$ cat src/rtl/q_episode_scheduler.sv
// q_episode_scheduler
//
// Episode-level sequencer for the Q-learning grid agent. A run is started by
// i_run and consists of NUM_EPISODES episodes. Each episode:
//   1. pulses o_start with the start state,
//   2. requests one step at a time with an epsilon-greedy explore decision,
//   3. ends on reaching GOAL_STATE or after MAX_STEPS steps.
// Epsilon decays by EPS_DEC after every completed episode and never drops
// below EPS_MIN. An 8-bit Fibonacci LFSR (taps 8,6,5,4) free-runs every cycle
// and supplies both the explore draw and the random action.
//
// Ports
//   clk, rst        clock, synchronous active-high reset
//   i_run           one-cycle pulse; starts a run from IDLE or DONE
//   i_abort         forces IDLE next cycle from any state, highest priority
//   i_first_st      start state, sampled whenever an episode starts
//   i_step_valid    step finished by the step controller (used only in WAIT)
//   i_next_st       resulting state, qualified by i_step_valid
//   o_start         one-cycle pulse to the step controller
//   o_first_st      state presented with o_start
//   o_step_req      one-cycle step request pulse
//   o_explore       1 = use o_rand_at, 0 = use greedy action
//   o_rand_at       random action, lfsr[ACTIONS_WIDTH-1:0]
//   o_episode_done  one-cycle pulse at episode end
//   o_goal_reached  1 = episode ended on goal, 0 = step limit
//   o_step_cnt      steps taken in the current episode
//   o_episode_cnt   completed episodes in this run
//   o_epsilon       current epsilon (out of 256)
//   o_busy          high in every state except IDLE and DONE
//   o_done          level, high in DONE
// All outputs are registered.

module q_episode_scheduler #(
    parameter int          STATES_WIDTH  = 5,
    parameter int          ACTIONS_WIDTH = 2,
    parameter int          GOAL_STATE    = 24,
    parameter int          MAX_STEPS     = 64,
    parameter int          NUM_EPISODES  = 100,
    parameter logic [7:0]  EPS_INIT      = 8'd230,
    parameter logic [7:0]  EPS_MIN       = 8'd13,
    parameter logic [7:0]  EPS_DEC       = 8'd2,
    parameter logic [7:0]  LFSR_SEED     = 8'hA5
) (
    input  logic                     clk,
    input  logic                     rst,
    input  logic                     i_run,
    input  logic                     i_abort,
    input  logic [STATES_WIDTH-1:0]  i_first_st,
    input  logic                     i_step_valid,
    input  logic [STATES_WIDTH-1:0]  i_next_st,
    output logic                     o_start,
    output logic [STATES_WIDTH-1:0]  o_first_st,
    output logic                     o_step_req,
    output logic                     o_explore,
    output logic [ACTIONS_WIDTH-1:0] o_rand_at,
    output logic                     o_episode_done,
    output logic                     o_goal_reached,
    output logic [7:0]               o_step_cnt,
    output logic [15:0]              o_episode_cnt,
    output logic [7:0]               o_epsilon,
    output logic                     o_busy,
    output logic                     o_done
);

    localparam logic [STATES_WIDTH-1:0] GOAL_ST = STATES_WIDTH'(GOAL_STATE);
    localparam logic [7:0]              MAX_ST  = 8'(MAX_STEPS);
    localparam logic [15:0]             NUM_EP  = 16'(NUM_EPISODES);

    typedef enum logic [2:0] {
        IDLE,
        START,
        STEP_REQ,
        WAIT,
        EVAL,
        EP_END,
        DONE
    } state_t;

    state_t                  state;
    logic [7:0]              lfsr;
    logic [STATES_WIDTH-1:0] cur_st;

    // Fibonacci LFSR, taps 8,6,5,4 (bits 7,5,4,3). A nonzero seed keeps it
    // out of the all-zero lock-up state forever.
    function automatic logic [7:0] lfsr_next(input logic [7:0] v);
        return {v[6:0], v[7] ^ v[5] ^ v[4] ^ v[3]};
    endfunction

    // Epsilon decay with floor. The subtraction is done in 9 bits so a
    // borrow shows up in bit 8 instead of wrapping to a large value.
    function automatic logic [7:0] eps_decay(input logic [7:0] eps);
        logic [8:0] diff;
        diff = {1'b0, eps} - {1'b0, EPS_DEC};
        if (diff[8] || (diff[7:0] < EPS_MIN))
            return EPS_MIN;
        return diff[7:0];
    endfunction

    logic explore_now;
    logic goal_hit;
    logic limit_hit;

    assign explore_now = (lfsr < o_epsilon);
    assign goal_hit    = (cur_st == GOAL_ST);
    assign limit_hit   = (o_step_cnt == MAX_ST);

    always_ff @(posedge clk) begin
        if (rst) begin
            state          <= IDLE;
            lfsr           <= LFSR_SEED;
            cur_st         <= '0;
            o_start        <= 1'b0;
            o_first_st     <= '0;
            o_step_req     <= 1'b0;
            o_explore      <= 1'b0;
            o_rand_at      <= '0;
            o_episode_done <= 1'b0;
            o_goal_reached <= 1'b0;
            o_step_cnt     <= 8'd0;
            o_episode_cnt  <= 16'd0;
            o_epsilon      <= EPS_INIT;
            o_busy         <= 1'b0;
            o_done         <= 1'b0;
        end else begin
            lfsr <= lfsr_next(lfsr);

            // Pulses are high for exactly one cycle after the transition
            // that raised them.
            o_start        <= 1'b0;
            o_step_req     <= 1'b0;
            o_episode_done <= 1'b0;

            if (i_abort) begin
                // Counters and epsilon are left alone; the next run clears them.
                state  <= IDLE;
                o_busy <= 1'b0;
                o_done <= 1'b0;
            end else begin
                case (state)
                    IDLE, DONE: begin
                        if (i_run) begin
                            state         <= START;
                            o_start       <= 1'b1;
                            o_first_st    <= i_first_st;
                            o_step_cnt    <= 8'd0;
                            o_episode_cnt <= 16'd0;
                            o_epsilon     <= EPS_INIT;
                            o_busy        <= 1'b1;
                            o_done        <= 1'b0;
                        end
                    end

                    START: begin
                        state      <= STEP_REQ;
                        o_step_req <= 1'b1;
                        o_explore  <= explore_now;
                        o_rand_at  <= lfsr[ACTIONS_WIDTH-1:0];
                    end

                    // The request pulse is already on the wire; a step result
                    // arriving now is too early and is dropped.
                    STEP_REQ: begin
                        state <= WAIT;
                    end

                    WAIT: begin
                        if (i_step_valid) begin
                            cur_st     <= i_next_st;
                            o_step_cnt <= o_step_cnt + 8'd1;
                            state      <= EVAL;
                        end
                    end

                    // Goal is tested first so a goal on the last allowed step
                    // still reports as a goal.
                    EVAL: begin
                        if (goal_hit || limit_hit) begin
                            state          <= EP_END;
                            o_episode_done <= 1'b1;
                            o_goal_reached <= goal_hit;
                            o_episode_cnt  <= o_episode_cnt + 16'd1;
                            o_epsilon      <= eps_decay(o_epsilon);
                        end else begin
                            state      <= STEP_REQ;
                            o_step_req <= 1'b1;
                            o_explore  <= explore_now;
                            o_rand_at  <= lfsr[ACTIONS_WIDTH-1:0];
                        end
                    end

                    // o_episode_cnt already holds the post-increment count here.
                    EP_END: begin
                        if (o_episode_cnt == NUM_EP) begin
                            state  <= DONE;
                            o_busy <= 1'b0;
                            o_done <= 1'b1;
                        end else begin
                            state      <= START;
                            o_start    <= 1'b1;
                            o_first_st <= i_first_st;
                            o_step_cnt <= 8'd0;
                        end
                    end

                    default: begin
                        state  <= IDLE;
                        o_busy <= 1'b0;
                        o_done <= 1'b0;
                    end
                endcase
            end
        end
    end

endmodule

$ cat config.mk
export PLATFORM = sky130hd
export DESIGN_NAME = q_episode_scheduler
export DESIGN_NICKNAME = d
export VERILOG_FILES = /design/src/rtl/q_episode_scheduler.sv
export SDC_FILE = /design/constraint.sdc
export NUM_CORES = 1
export LEC_CHECK = 0
export CORE_UTILIZATION = 25
export DETAILED_ROUTE_END_ITERATION = 10
export GPL_ROUTABILITY_DRIVEN = 0
export GPL_TIMING_DRIVEN = 1
export REMOVE_ABC_BUFFERS = 1
export SETUP_SLACK_MARGIN = 0.5
export SYNTH_ARGS = -nofsm -noshare
export SYNTH_HDL_FRONTEND = slang
export SYNTH_SLANG_ARGS = --single-unit
$ cat constraint.sdc
create_clock -name clk -period 7.9 [get_ports clk]
set_input_delay 2.37 -clock clk [delete_from_list [all_inputs] [get_ports clk]]
set_output_delay 2.37 -clock clk [all_outputs]
set_load 0.02 [all_outputs]
# Word-level counts from Yosys, hierarchy flattened
# Cells that the tools add are included.
dict set report classes {
  addsub 3
  n_lt_le_gt_ge 2
  n_eq_ne 15
  muxes 41
  n_bitwise 6
  reduce_logical 19
}
# operator n
set ops {}
lappend ops {{$mux W8} 7}
lappend ops {{$mux W16} 2}
lappend ops {{$pmux W16 S2} 1}
lappend ops {{$pmux W8 S3} 1}
lappend ops {{$pmux W3 S6} 1}
lappend ops {{$add A16 B1 Y16 const B} 1}
lappend ops {{$eq A16 B7 Y1 const B} 1}
lappend ops {{$pmux W8 S2} 1}
lappend ops {{$mux W1} 14}
lappend ops {{$mux W3} 4}
lappend ops {{$ne A2 B2 Y1 const B} 6}
lappend ops {{$reduce_and A3 Y1} 4}
lappend ops {{$mux W5} 2}
lappend ops {{$pmux W5 S2} 1}
lappend ops {{$eq A3 B3 Y1 const B} 3}
lappend ops {{$sub A8 B2 Y9 const B} 1}
lappend ops {{$add A8 B1 Y8 const B} 1}
lappend ops {{$eq A8 B7 Y1 const B} 1}
lappend ops {{$lt A8 B4 Y1 const B} 1}
lappend ops {{$lt A8 B8 Y1} 1}
lappend ops {{$reduce_and A4 Y1} 2}
lappend ops {{$eq A3 B2 Y1 const B} 2}
lappend ops {{$pmux W1 S2} 3}
lappend ops {{$pmux W1 S3} 2}
lappend ops {{15 further kinds} 23}
dict set report totals {
  register_bits 62
  in_bits 15
  wordCells 101
}

# Longest topological paths before layout
dict set report depth {
  ltp_word 11
  ltp_mapped 9
}

# Worst setup path after synthesis
# OpenSTA, ideal clock, no wires.
dict set report synth_timing {
  path_type {in2reg}
  startpoint {input i_run}
  endpoint {register o_step_cnt[3]}
  setup_ps 70
  arrival_ps 4063
  slack_ps 3767
  path_stages 7
  n_path_buf 2
  path_cell_list {buf_4 or4b_1 and4_1 a211o_1 buf_2 or3_1 a21oi_1}
}
dict set report synth_via {
  elab_chain_len 2
}
# item line_no
set synth_rtl {}
lappend synth_rtl {{from (decl)} 46} ;# input logic i_run,
lappend synth_rtl {{$ne A2 B2 Y1 (no source line)} n/a}
lappend synth_rtl {{$reduce_and A5 Y1 (no source line)} n/a}
lappend synth_rtl {{to (signal assigned)} 169} ;# o_step_cnt <= o_step_cnt + 8'd1;
lappend synth_rtl {{to (decl)} 58} ;# output logic [7:0] o_step_cnt,
# No other way between the ends.
# A chain may end at the register's enable or synchronous reset.

# Worst setup path after layout
dict set report layout_timing {
  startpoint {input i_run}
  endpoint {register o_step_cnt[7]}
}
# Same word-level chain as after synthesis.

==> summary.md <==
| Metric | Value |
|---|---|
| Run status | `finished clean` |
| Internal power | `657 uW` |
| Post-synthesis cell type count | `58` |
| GRT met3 Usage | `3.37%` |
| PD cells | `193 nW/um^2` |
| Sw Pwr | `184 uW` |
| Share of layout cells above drive strength 1 | `6.16%` |
| Worst-margin pin slew | `1.05 ns` |
| Total gr overflow | `0` |
| Vias in the first global route | `2973` |
| Max_cap viols | `0` |
| Hold-fix buffer count after cts | `0` |
| CTS tree | `yes` |
| Via count | `3003` |
| Comb pwr share | `6.7%` |
| Number of flops mapped to enable cells by yosys | `0` |
| Mapped cell area | `3280 sq um` |
| First-pass GRT wire length | `14400 um` |
| Yosys reg bits | `62` |
| Die area | `13600 sq um` |
| H-tree Lvls | `3` |
| Iter 0 DRT Violations | `143` |
| Port bufs | `60` |
| Tot Pwr | `841 uW` |
| Skew final | `0.00783 ns` |
| Root Buffer | `clkbuf_16` |
| TritonCTS Sinks | `62` |
| Final hold vios | `0` |
| Core footprint | `12700 sq um` |
| YS warnings | `0` |
| Max transition margin | `29.8%` |
| Num rows | `41` |
| Async S/R FF share, synth | `0%` |
| Leak | `1.54 nW` |
| Initial antenna violation count | `0` |
| Detailed placer's ending HPWL | `6070 um` |
| # IOs | `61` |
| Gr usage total | `13.5%` |
| Area Growth Syn to Fin | `32.8%` |
| CP Data Required Time | `8.16 ns` |
| Clock Pin Slew Worst Setup and Hold Paths | `0.06 ns` |
| Post-layout min period | `4.67 ns` |
| GR peak layer | `met2` |
| CP Cell Sequence | `clkdlybuf4s50_1, or4b_1, and4_1, a211o_1, or4_1, a21oi_1` |
| Later-pin clock latency in the skew report | `0.33 ns` |
| Nets | `460` |
| Final worst path period share | `59.1%` |
| Crit-path max cell delay | `0.66 ns` |
| Max Fclk | `0.214 GHz` |
| GR Util met1 | `17.6%` |
| DR DRC count | `0` |
| CTS resizes | `0` |
| Worst setup SP type | `primary input` |
| Hold WS | `0.449 ns` |
| Top FF cell, synth | `dfxtp_1` |
| Bufs on Longest Clock Path | `2` |
| Die width | `117 um` |
| Antenna viol nets, final | `0` |
| Initial core utilization | `25.8%` |
| VDD IR max | `0.000135 V` |
| Largest area contributor in the netlist | `dfxtp_1` |
| Largest net degree at the start of global routing | `42` |
| Final TNS setup | `0 ns` |
| Sequential power share | `38.8%` |
| Max-slew violations | `0` |
| Setup violation total in the final timing report | `0` |
| Top-area cell type share of the netlist area | `37.8%` |
| Mapped Cells | `382` |
| TritonCTS buffer count | `9` |
| Die H | `117 um` |
| Net Sw Frac | `21.9%` |
| Fillers | `1352` |
| CP max stage cell | `clkdlybuf4s50_1` |
| Multi-input logic area | `1870 sq um` |
| Synth top area cells | `dfxtp_1 (38%), mux2i_1 (5.5%), ha_1 (4.6%)` |
| WP buf/inv | `1` |
| Crit. End Element | `register` |
| RSZ-0062 raised after global routing | `no` |
| WL final | `8390 um` |
| Crit Path Max Fanout | `12` |
| GRT met2 Usage | `21.5%` |
| Clock network fraction of total power | `54.4%` |
| FF+latch area | `1240 sq um` |
| Avg Synthesized Cell Area | `8.58 sq um` |
| Delay-heaviest family, CP | `simple AND/OR/NAND/NOR gates` |
| Wire length per cell | `13.8 um` |
| Antenna diodes | `0` |
| Hold WC Path Type | `register to register` |
| Worst endpoint data arrival time | `4.93 ns` |
| Setup bufs post-CTS | `0` |
| Setup CP Type | `primary input to register` |
| Vias per cell | `4.92` |
| Detailed Routing Iterations Pass 1 | `4` |
| Part of the Yosys area used for sequential elements | `37.8%` |
[sequential cells by signal, summed over array words and instances (netlist names), 2 cells and up]
signal and cells:
o_episode_cnt 16, o_rand_at 2, lfsr 8, o_first_st 5, o_epsilon 8, cur_st 5, o_step_cnt 8, state 3
[power groups by stage]
stage                     clock network, mW  logic [mW]  registers [mW]
final                                 0.458      0.0567           0.327
after detailed placement                  0      0.0571           0.333
after CTS                             0.467      0.0575           0.327
after floorplan                           0      0.0293           0.335
after global routing                  0.485      0.0633           0.328
after global placement                    0      0.0557           0.333
[Yosys cell counts (3+ instances only)]
cell and count:
clkbuf_1 15, buf_2 4, or2_2 4, dfxtp_1 62, nand4_1 8, nor2_1 28, a31oi_1 5, mux2i_1 18
o21ai_0 14, nor3_1 14, nand2_1 20, nand2b_1 14, and3_1 8, nand3_1 18, a211oi_1 4, or3_1 6
a221o_1 3, a2111oi_0 4, or4_1 13, nor2b_1 9, o31ai_1 9, inv_1 18, xnor2_1 5, nand3b_1 4
a21oi_1 22, o31a_1 3, ha_1 12
[metrics by stage]
stage          utilization [%]  cells  cell area, sq um  setup slack [ns]
3_3_place_gp              31.5    594              4010              3.00
6_report                  34.2    610              4350              3.23
5_1_grt                   34.2    610              4350              3.13
2_1_floorplan                -    361              3180              3.78
3_5_place_dp              31.5    594              4010              2.91
4_1_cts                   34.2    610              4350              3.26
[layout by cell type, fill, tap and decap left out, types with 12 or more instances in the layout]
cell	Yosys	routed
nor2_1	28	28
inv_1	18	18
clkdlybuf4s50_1	0	60
a21oi_1	22	22
or4_1	13	13
dfxtp_1	62	62
nand2b_1	14	14
nor3_1	14	14
o21ai_0	14	14
nand2_1	20	20
mux2i_1	18	18
nand3_1	18	18
ha_1	12	12
[cell type report]
class	count	area share, %
well taps	172	4.94
repair buffers	61	14.0
clock buffers	9	5.17
inverters	19	1.64
clock inverters	7	2.79
multi-input cells	280	43.0
flip-flops and latches	62	28.5
[worst paths after layout]
| check | from | to | slack (ns) | cells past startpoint |
|---|---|---|---|---|
| worst max-delay path | i_run | o_step_cnt[7]$_SDFFE_PP0P_ | 3.23 | 6 |
| worst min-delay path | lfsr[6]$_SDFF_PP0_ | lfsr[7]$_SDFF_PP1_ | 0.45 | 1 |
| worst max register to register | state[2]$_SDFFE_PP0P_ | o_epsilon[6]$_SDFFE_PP1P_ | 5.11 | 5 |
| worst min register to register | lfsr[6]$_SDFF_PP0_ | lfsr[7]$_SDFF_PP1_ | 0.45 | 1 |
[worst register-to-register path, delay by kind of cell, from the launching register on]
kind,cells,cell delay (ns)
and+or+nand+nor,4,1.60
AOI/OAI and AO/OA,1,0.38
DFF,1,0.70
[per-layer routing]
| layer | vias up | share of wire, % |
|---|---|---|
| met5 | - | 0 |
| met4 | 0 | 0.92 |
| met1 | 1430 | 48 |
| li1 | 1502 | - |
| met2 | 67 | 47 |
| met3 | 4 | 4.1 |
[kinds of logic (layout without fill, tap and decap cells)]
family,count (synthesis),count (layout),share of synthesized area [%]
AND/OR/NAND/NOR,158,158,27.1
AO/OA/AOI/OAI,83,83,17.4
flip-flops,62,62,37.8
buffers and inverters,40,96,5.07
multiplexers,19,19,5.84
adder cells (fa/ha/maj),13,13,4.88
XOR/XNOR,7,7,1.87
Note: power is estimated with default switching activity, not from simulation.
